--- src/rtl/pipeline_hazard_unit.sv ---
// Decode-side hazard unit: raises want_stall on load-use / dmem wait, sequences
// taken jumps through RESOLVE and RELEASE, and keeps saturating perf counters.
module pipeline_hazard_unit #(
  parameter int COUNTER_WIDTH = 32
) (
  input  logic                     clock,
  input  logic                     reset,
  input  logic                     jump_start,
  input  logic [4:0]               decode_rs1,
  input  logic [4:0]               decode_rs2,
  input  logic                     decode_uses_rs1,
  input  logic                     decode_uses_rs2,
  input  logic                     ex_valid,
  input  logic                     ex_mem_read,
  input  logic [4:0]               ex_rd,
  input  logic                     data_mem_wait,
  input  logic                     counter_clear,
  output logic [1:0]               branch_status,
  output logic                     want_stall,
  output logic                     fetch_flush,
  output logic [COUNTER_WIDTH-1:0] stall_cycle_count,
  output logic [COUNTER_WIDTH-1:0] jump_count
);

  typedef enum logic [1:0] {
    IDLE    = 2'b00,
    RESOLVE = 2'b01,
    RELEASE = 2'b10,
    ILLEGAL = 2'b11
  } state_t;

  state_t                   r_state;
  logic                     r_flush;
  logic [COUNTER_WIDTH-1:0] r_stall_cnt;
  logic [COUNTER_WIDTH-1:0] r_jump_cnt;
  logic                     w_rs1_hit;
  logic                     w_rs2_hit;
  logic                     w_load_use;
  logic                     w_freeze;
  logic                     w_jump_acc;

  assign w_rs1_hit  = decode_uses_rs1 && (decode_rs1 == ex_rd);
  assign w_rs2_hit  = decode_uses_rs2 && (decode_rs2 == ex_rd);
  assign w_load_use = ex_valid && ex_mem_read && (ex_rd != 5'd0) && (w_rs1_hit || w_rs2_hit);
  assign w_freeze   = w_load_use || data_mem_wait;
  assign w_jump_acc = (r_state == IDLE) && jump_start && !w_freeze;

  // fetch_flush is registered alongside the state so it tracks RESOLVE exactly,
  // including frozen cycles where the state is held.
  always_ff @(posedge clock or posedge reset) begin
    if (reset) begin
      r_state <= IDLE;
      r_flush <= 1'b0;
    end else begin
      case (r_state)
        IDLE: begin
          if (w_jump_acc) begin
            r_state <= RESOLVE;
            r_flush <= 1'b1;
          end
        end
        RESOLVE: begin
          if (!w_freeze) begin
            r_state <= RELEASE;
            r_flush <= 1'b0;
          end
        end
        RELEASE: begin
          if (!w_freeze) r_state <= IDLE;
          r_flush <= 1'b0;
        end
        default: begin
          r_state <= IDLE;
          r_flush <= 1'b0;
        end
      endcase
    end
  end

  always_ff @(posedge clock or posedge reset) begin
    if (reset) begin
      r_stall_cnt <= '0;
      r_jump_cnt  <= '0;
    end else begin
      if (counter_clear)                    r_stall_cnt <= '0;
      else if (w_freeze && ~&r_stall_cnt)   r_stall_cnt <= r_stall_cnt + 1'b1;
      if (counter_clear)                    r_jump_cnt  <= '0;
      else if (w_jump_acc && ~&r_jump_cnt)  r_jump_cnt  <= r_jump_cnt + 1'b1;
    end
  end

  assign branch_status     = r_state;
  assign fetch_flush       = r_flush;
  assign want_stall        = w_freeze;
  assign stall_cycle_count = r_stall_cnt;
  assign jump_count        = r_jump_cnt;

endmodule

--- config.mk ---
export PLATFORM = sky130hd
export DESIGN_NAME = pipeline_hazard_unit
export DESIGN_NICKNAME = d
export VERILOG_FILES = /design/src/rtl/pipeline_hazard_unit.sv
export SDC_FILE = /design/constraint.sdc
export NUM_CORES = 1
export LEC_CHECK = 0
export ABC_AREA = 0
export CELL_PAD_IN_SITES_DETAIL_PLACEMENT = 0
export CELL_PAD_IN_SITES_GLOBAL_PLACEMENT = 2
export CORE_ASPECT_RATIO = 0.7
export CORE_MARGIN = 3
export CORE_UTILIZATION = 30
export DETAILED_ROUTE_END_ITERATION = 8
export PLACE_DENSITY_LB_ADDON = 0.15
export SLEW_MARGIN = 20
export SYNTH_ARGS = -nofsm -noshare
export SYNTH_HDL_FRONTEND = slang
export SYNTH_SLANG_ARGS = --single-unit
--- constraint.sdc ---
create_clock -name clock -period 3.3 [get_ports clock]
set_clock_uncertainty 0.05 [all_clocks]
set_input_delay 0.495 -clock clock [delete_from_list [all_inputs] [get_ports clock]]
set_output_delay 0.495 -clock clock [all_outputs]
set_load 0.05 [all_outputs]
==> metrics <==
family of cells with the greatest summed delay on the critical path buffers and inverters; global-route wire length before repair 20810 um; Most used DFF post-synth sky130_fd_sc_hd__dfrtp_1; initial antenna violation count 0; # rows 34; final routed DRC violation total 0; hold slack final 0.4859 ns; initial core utilization a little under a third; Via Count a little under 4000; global-route usage over all layers between 10% and 20%; via count of the first global-routing pass 3774; leak pwr 1.936 nW; number of buffers between clock root and the deepest sink 2; buffers plus inverters on the worst setup path 3; fraction of final layout cells sized beyond drive strength 1 7.169%; detailed-router iteration count before antenna repair 4; WL/cell 18.08 um; cell with the largest stage delay on the worst path sky130_fd_sc_hd__clkdlybuf4s50_1; largest net degree at the start of global routing 51; Critical Path, Cell by Cell clkdlybuf4s50_1 > xnor2_1 > nand4_1 > o22ai_1 > a21oi_4 > inv_4 > buf_12; most common library cell in the layout ignoring fill and taps sky130_fd_sc_hd__clkdlybuf4s50_1; floorplan core area roughly 13000 um2; overall die height 102.6 um; Yosys warning total 0; average footprint of a synthesized cell 8.884 um2; max-slew violation count 0; overall overflow remaining after global route 0; Final Wtd Congestion 0.8055; path type of the worst min-delay path in2async; area share of the leading cell type in the synthesized netlist 41.94%; root buf cell sky130_fd_sc_hd__clkbuf_16; drt total wl around 13000 um; CTS tree built; net total in the final layout 566; Cells after Synth 450; post-synthesis to final-layout area growth 35.59%; status completed; Port-buffer cells 91; slew margin rel. between 30% and 40%; CTS buffer count 9; level count of the clock H-tree 3; CP max FO 50; slew of the pin with the lowest slew margin 0.9396 ns; Die Outline Area 14770 um2; number of distinct library cells after synthesis 47; Critical Path Source Type input port; Antenna Violating Nets Remaining 0; final setup TNS 0 ns; part of the Yosys area used for sequential elements about two fifths; data arrival time of the critical path around 2.5 ns; type of the worst setup path in2out; power density over the cells 395.0 nW/um2; FF+latch count, synth 67; highest clock rate 329.3 MHz; RSZ-0062 raised after global routing false; clock-pin transition on the worst setup and hold timing paths 0.06 ns; proportion of synthesized flip-flops having asynchronous set or reset 100.0%; post-route fraction of the period consumed by the critical path 92.03%; Syn Nets 476; commonest cells after routing, fill and taps aside sky130_fd_sc_hd__clkdlybuf4s50_1, sky130_fd_sc_hd__dfrtp_1, sky130_fd_sc_hd__a21oi_1; Final HPWL DP 9014 um; number of top-level pins 92; final-layout fill cell count 1248; Critical Path End Type output pin; antenna diode instance count 0; clk_lat worst skew 0.33 ns; CP peak stage delay 0.56 ns; Die X-Extent approximately 140 um; mapped cell area around 4000 um2; post-synth top area cell sky130_fd_sc_hd__dfrtp_1; leading post-synthesis cells by cell area sky130_fd_sc_hd__dfrtp_1, sky130_fd_sc_hd__or4_1, sky130_fd_sc_hd__o31ai_1; worst vdd ir between 0.0003 and 0.0004 V; worst endpoint required time roughly 2.8 ns; Hold Violations, Final 0; max-cap violations 0; initial DRC count 315; number of enable flip-flop cells after synthesis 0; final setup violation count 0; shortest clock period the worst path allows after layout between 3 and 4 ns; clk sinks 67; vias per inst 5.623
## Yosys cell counts (2+ instances only)
master                       n
sky130_fd_sc_hd__dfrtp_1    67
sky130_fd_sc_hd__a21oi_1    47
sky130_fd_sc_hd__or4_1      37
sky130_fd_sc_hd__nand2_1    34
sky130_fd_sc_hd__o31ai_1    34
sky130_fd_sc_hd__nand3_1    30
sky130_fd_sc_hd__nor2_1     27
sky130_fd_sc_hd__nand4_1    23
sky130_fd_sc_hd__clkbuf_1   17
sky130_fd_sc_hd__o21ai_0    14
sky130_fd_sc_hd__or3_1      14
sky130_fd_sc_hd__xnor2_1    11
sky130_fd_sc_hd__nor2b_1    10
sky130_fd_sc_hd__nor3_1      8
sky130_fd_sc_hd__and3_1      7
sky130_fd_sc_hd__mux2_1      7
sky130_fd_sc_hd__nor4_1      7
sky130_fd_sc_hd__buf_2       5
sky130_fd_sc_hd__inv_1       5
sky130_fd_sc_hd__and4_1      4
sky130_fd_sc_hd__nand2b_1    4
sky130_fd_sc_hd__and2_1      3
sky130_fd_sc_hd__a2111oi_0   2
sky130_fd_sc_hd__buf_4       2
sky130_fd_sc_hd__buf_6       2
sky130_fd_sc_hd__ha_1        2
sky130_fd_sc_hd__mux2_2      2
sky130_fd_sc_hd__nand3b_1    2
sky130_fd_sc_hd__o21ai_1     2
sky130_fd_sc_hd__o21ba_2     2
sky130_fd_sc_hd__o22ai_1     2
sky130_fd_sc_hd__xor2_1      2
## area by class of cell
| cell class | count | area [um2] | share of cell area [%] |
|---|---|---|---|
| Clock buffer | 13 | 250.2 | 4.617 |
| Clock inverter | 2 | 60.06 | 1.108 |
| Inverter | 6 | 25.02 | 0.4617 |
| Multi-Input combinational cell | 351 | 2172 | 40.07 |
| Sequential cell | 67 | 1677 | 30.93 |
| Tap cell | 162 | 202.7 | 3.740 |
| Timing Repair Buffer | 105 | 1033 | 19.07 |
## worst paths after layout
check / startpoint / end / slack [ns] / cells after the start
min in group clock: branch_status[1] / branch_status[0] / 0.50 / 1
max in group asynchronous: reset / jump_count[18] / 1.94 / 3
worst max register to register: jump_count[8] / jump_count[31] / 0.75 / 5
worst max-delay path: ex_rd[4] / want_stall / 0.26 / 7
worst min-delay path: reset / fetch_flush / 0.49 / 2
worst min register to register: branch_status[1] / branch_status[0] / 0.50 / 1
## per-layer routing
metal | up-vias | wire length, um | track usage (%)
li1 | 1899 | - | -
met1 | 1960 | 6915 | 27.84
met4 | 0 | 86 | 3.690
met3 | 8 | 667 | 4.219
met2 | 103 | 5092 | 24.52
met5 | - | 0 | 0
## flip-flops by register name, summed over array words and instances (netlist names)
signal             cells
fetch_flush            1
stall_cycle_count     32
jump_count            32
branch_status          2
## what timing repair did
action                     in CTS  in global routing
setup buffers                   0                  0
setup endpoints to repair       0                  1
gates resized for setup         0                  2
hold buffers                    0                  0
## where the power goes
group          switching, W  internal, W  total, W
logic              0.000155    0.0000896  0.000245
clock network      0.000363     0.000680   0.00104
registers         0.0000185     0.000835  0.000854
## logic make-up after synthesis
kind of cell / share of synthesized area [%]
flops: 41.94
simple gates: 30.36
buf+inv: 3.724
compound gates: 17.72
xor+xnor: 2.848
mux: 2.786
fa+ha+maj: 0.6259
## stage by stage
| stage | cell area [um2] | utilization (%) | total power, W | cells | setup WS (ns) |
|---|---|---|---|---|---|
| CTS | 5418 | 42.59 | 0.002170 | 706 | 0.04086 |
| global placement | 5107 | 40.15 | 0.001113 | 691 | 0.1517 |
| detailed placement | 5107 | 40.15 | 0.001114 | 691 | 0.05346 |
| floorplan | 3998 | - | 0.001013 | 450 | 0.5499 |
| finish | 5420 | 42.61 | 0.002141 | 706 | 0.2631 |
| global route | 5420 | 42.61 | 0.002226 | 706 | 0.09748 |
No activity file was read; power rests on OpenSTA's default activity.
==> RTL edit 1, RTL diff (config.mk and constraints unchanged) <==
Register the output `jump_count` once more, cleared by the reset; this adds one clock of latency there. The other outputs are not delayed to match.
--- a/src/rtl/pipeline_hazard_unit.sv
+++ b/src/rtl/pipeline_hazard_unit.sv
@@ -95,3 +95,9 @@
   assign stall_cycle_count = r_stall_cnt;
-  assign jump_count        = r_jump_cnt;
+  always_ff @(posedge clock or posedge reset) begin
+    if (reset) begin
+      jump_count <= '0;
+    end else begin
+      jump_count <= r_jump_cnt;
+    end
+  end
 
Behaviour: not the same (a bounded check fails within 4 cycles, from zero or initial values and one cycle with reset high).
==> RTL edit 1 against the unedited design <==
- synthesized cell count is 5.1% higher
- maximum frequency up 2.5%
- sequential share of layout area grew 8.6 points
- sequential cell count rose by 32
- routed wire length is 2.5% higher
- final area increased by 16%
- worst setup slack improved by 0.075 ns
- area after synthesis grew 19%
- non-clock buffer count grew 1
- power is 26% higher
- critical endpoint unchanged
- largest cell class is now sequential cells
- highest routed layer unchanged
==> RTL edit 1: results (changes against the unedited design) <==
status=completed (unchanged); Final non-clock buffer share=0.170 (was 0.191); Mean Syn Cell Area=10.0 um^2 (was 8.88 um^2); met2 WL=5380 um (was 5090 um); Place WS=0.0964 ns (was 0.0535 ns); sequential share of power=0.466 (was 0.399); #MultiIn Comb=335 (was 351); Hold Slack=0.370 ns (was 0.486 ns); R2R Setup Slk=0.61 ns (was 0.75 ns); Routed wire per std cell=17.1 um (was 18.1 um); sequential area share after synthesis=0.521 (was 0.419); clock buf count=9 (was 13); met3 wire length=562 um (was 667 um); GRT Total Usage=0.154 (was 0.178); vias in the first global route=4035 (was 3774); GR Layer Usage met2=0.210 (was 0.245); multi-input logic area=2110 um^2 (was 2170 um^2); gpl congestion=0.860 (was 0.806); total net switching power=743 uW (was 537 uW); Final clock-cell share=0.0482 (was 0.0572); Buffers excl. clock=106 (was 105); M1 GR Usage=0.243 (was 0.278); pin count of the biggest net entering global routing=58 (was 51); final setup margin=0.338 ns (was 0.263 ns); PD cells=431 nW/um^2 (was 395 nW/um^2); FF-to-FF End=r_jump_cnt[30] (was jump_count[31]); first-pass GRT wire length=21600 um (was 20800 um); GR Util met3=0.0390 (was 0.0422); M1 WL=7060 um (was 6920 um); Core Area=15100 um^2 (was 12700 um^2); Synth cell types=48 (was 47); DP Wirelength=9080 um (was 9010 um); ratio of cells with drive above 1 in the final layout=0.0946 (was 0.0717); Post-Syn Nets=499 (was 476); initial drt markers=168 (was 315); Seq cells=99 (was 67); Worst VDD drop=0.238 mV (was 0.321 mV); nonclk inv count=15 (was 6); Finished Cell Area=6260 um^2 (was 5420 um^2); Data arrival, critical path=2.42 ns (was 2.49 ns); WL final=13100 um (was 12800 um); relative slew slack=0.592 (was 0.374); Reg2Reg Depth=6 (was 5); Critical Path Start=ex_rd[3] (was ex_rd[4]); Cell Area, Placed=5960 um^2 (was 5110 um^2); fin nets=592 (was 566); Via density=5.28 (was 5.62); PostCTS Resize Cnt=0 (unchanged); dpl cells=750 (was 691); Clock power frac=0.396 (was 0.487); Fill cells=1493 (was 1248); Static Leakage=2.41 nW (was 1.94 nW); Hold Crit Class=reg -> reg (was in -> async); synth cell count leaders=dfrtp_1, a21oi_1, or4_1 (unchanged); crit path max fanout=45 (was 50); WHS Path Cells=0; synth top area cells=dfrtp_1, or4_1, o31ai_1 (unchanged); FF-to-FF Start=r_jump_cnt[7] (was jump_count[8])
-- RTL edit 1: cell count changes after synthesis, moves of 4 or more --
cell / before / now
mux2_2: 2 / 11
mux2_1: 7 / 0
inv_1: 5 / 14
dfrtp_1: 67 / 99
or3_1: 14 / 10
nor2_1: 27 / 31
and3_1: 7 / 2
-- RTL edit 1: worst max-delay path, stage by stage --
cell and delay [ns]:
clkdlybuf4s50_1 0.56, xnor2_1 0.14, nand4_1 0.17, o22ai_1 0.39, a21oi_4 0.11, inv_4 0.35, buf_12 0.20
-- RTL edit 1: kinds of logic after synthesis --
family,synth area share
muxes,0.0303
AOI/OAI and AO/OA,0.135
and+or+nand+nor,0.246
xor gates and xnor gates,0.0277
adders and majority gates,0.00527
buffers and inverters,0.0342
DFF,0.521
==> RTL edit 2, RTL diff (config.mk and constraints unchanged) <==
Made on the original files. Set the parameter `COUNTER_WIDTH` to 16 (it was 32).
--- a/src/rtl/pipeline_hazard_unit.sv
+++ b/src/rtl/pipeline_hazard_unit.sv
@@ -3,3 +3,3 @@
 module pipeline_hazard_unit #(
-  parameter int COUNTER_WIDTH = 32
+  parameter int COUNTER_WIDTH = 16
 ) (
Interface: changed (resized jump_count and stall_cycle_count); port bits go from 92 to 60. No check against the original RTL was run, so the function may have changed too.
==> RTL edit 2 against the unedited design <==
- first-iteration DRC count fell by 69%
- critical path depth unchanged
- sequential power shrank 46%
- count of clock-buffer cells in the layout down 6
- area after synthesis down 48%
- core utilization up 2.4 points
- largest cell class unchanged
- power shrank 52%
- largest power group is now sequential cells
- worst hold slack improved by 0.035 ns
- sequential cell count decreased by 32
- final area decreased by 46%
- routed wire length is 54% lower
- non-clock buffer count decreased by 37
- worst setup slack gained 0.13 ns
==> RTL edit 2: results (changes against the unedited design) <==
ratio of cells with drive above 1 in the final layout=0.0862 (was 0.0717); multiplexer share of the synthesized area=0.0260 (was 0.0279); Routed wire per std cell=15.3 um (was 18.1 um); Reg2Reg Depth=7 (was 5); initial drt markers=97 (was 315); clk buf depth=2 (unchanged); GR Layer Usage met2=0.205 (was 0.245); Data arrival, critical path=2.36 ns (was 2.49 ns); CTS Root Cell=clkbuf_8 (was clkbuf_16); M1 GR Usage=0.249 (was 0.278); H-Tree Depth=2 (was 3); Static Leakage=1.09 nW (was 1.94 nW); status=completed (unchanged); dpl cells=373 (was 691); Clock Latency Late Sink=0.29 ns (was 0.33 ns); crit path max fanout=5 (was 50); GRT Total Usage=0.158 (was 0.178); Synth cell types=37 (was 47); synth cell count leaders=dfrtp_1, a21oi_1, nor2_1 (was dfrtp_1, a21oi_1, or4_1); met2 WL=2180 um (was 5090 um); fin nets=315 (was 566); total net switching power=308 uW (was 537 uW); M1 WL=3310 um (was 6920 um); Place WS=0.264 ns (was 0.0535 ns); Post-Syn Nets=250 (was 476); final setup margin=0.393 ns (was 0.263 ns); Critical Path Start=ex_rd[4] (unchanged); pin count of the biggest net entering global routing=18 (was 51); Inserted Clock Buffers=5 (was 9); Mapped Cells=224 (was 450); Cell Area, Placed=2800 um^2 (was 5110 um^2); met3 wire length=321 um (was 667 um); FF-to-FF Start=stall_cycle_count[0] (was jump_count[8]); port bufs=59 (was 91); CP endpoint=want_stall (unchanged); relative slew slack=0.534 (was 0.374); crit-path leading delay family=buffers and inverters (unchanged); sequential power=463 uW (was 854 uW); Synth Area in Compound Gates=0.179 (was 0.177); Comb. pwr=214 uW (was 245 uW); gpl congestion=0.767 (was 0.806); vias in the first global route=1880 (was 3774); R2R Setup Slk=0.70 ns (was 0.75 ns); clk slew on worst S/H paths=0.08 ns (was 0.06 ns); xor and xnor area share after synthesis=0.0763 (was 0.0285); Post-Synth Adder-Cell Area=0.0121 (was 0.00626); synth top area cells=dfrtp_1, xnor2_1, a21oi_1 (was dfrtp_1, or4_1, o31ai_1); FF-to-FF End=stall_cycle_count[15] (was jump_count[31]); sequential area share after synthesis=0.424 (was 0.419); first-pass GRT wire length=9940 um (was 20800 um); GR Util met3=0.0423 (was 0.0422); Final Non-Filler Cells=381 (was 706); combinational fraction of design power=0.208 (was 0.114); Hold Slack=0.521 ns (was 0.486 ns); Worst VDD drop=0.150 mV (was 0.321 mV); DP Wirelength=4400 um (was 9010 um); PostCTS Resize Cnt=0 (unchanged); Via density=5.04 (was 5.62)
RTL edit 2: cell types whose count changed in the layout (fill, tap and decap cells not counted), sizes merged, moves of 21 or more:
cell / before / now
a21oi: 48 / 22
clkdlybuf4s50: 89 / 58
dfrtp: 67 / 35
nand2: 35 / 14
o31ai: 34 / 10
or4: 37 / 10
RTL edit 2: area by class of cell:
type / count / area [um^2]
timing repair buffer: 68 / 668
clock inverter: 1 / 7.51
multi-input combinational: 172 / 1120
tap: 91 / 114
fill: 636 / 3550
sequential: 35 / 876
inverter: 7 / 26.3
clock buffer: 7 / 96.3
RTL edit 2: worst register-to-register path: stages (launching register included):
cell and delay (ns):
dfrtp_1 0.44, ha_1 0.24, nand3_1 0.20, nor4_1 0.52, nor2b_1 0.20, a31oi_1 0.42
nor3b_1 0.13, mux2_2 0.29
RTL edit 2: cells by family after synthesis:
group,Yosys count
multiplexers,5
AND/OR/NAND/NOR,91
XOR/XNOR,18
AO/OA/AOI/OAI,56
adder cells (fa/ha/maj),2
flip-flops,35
buffers and inverters,17
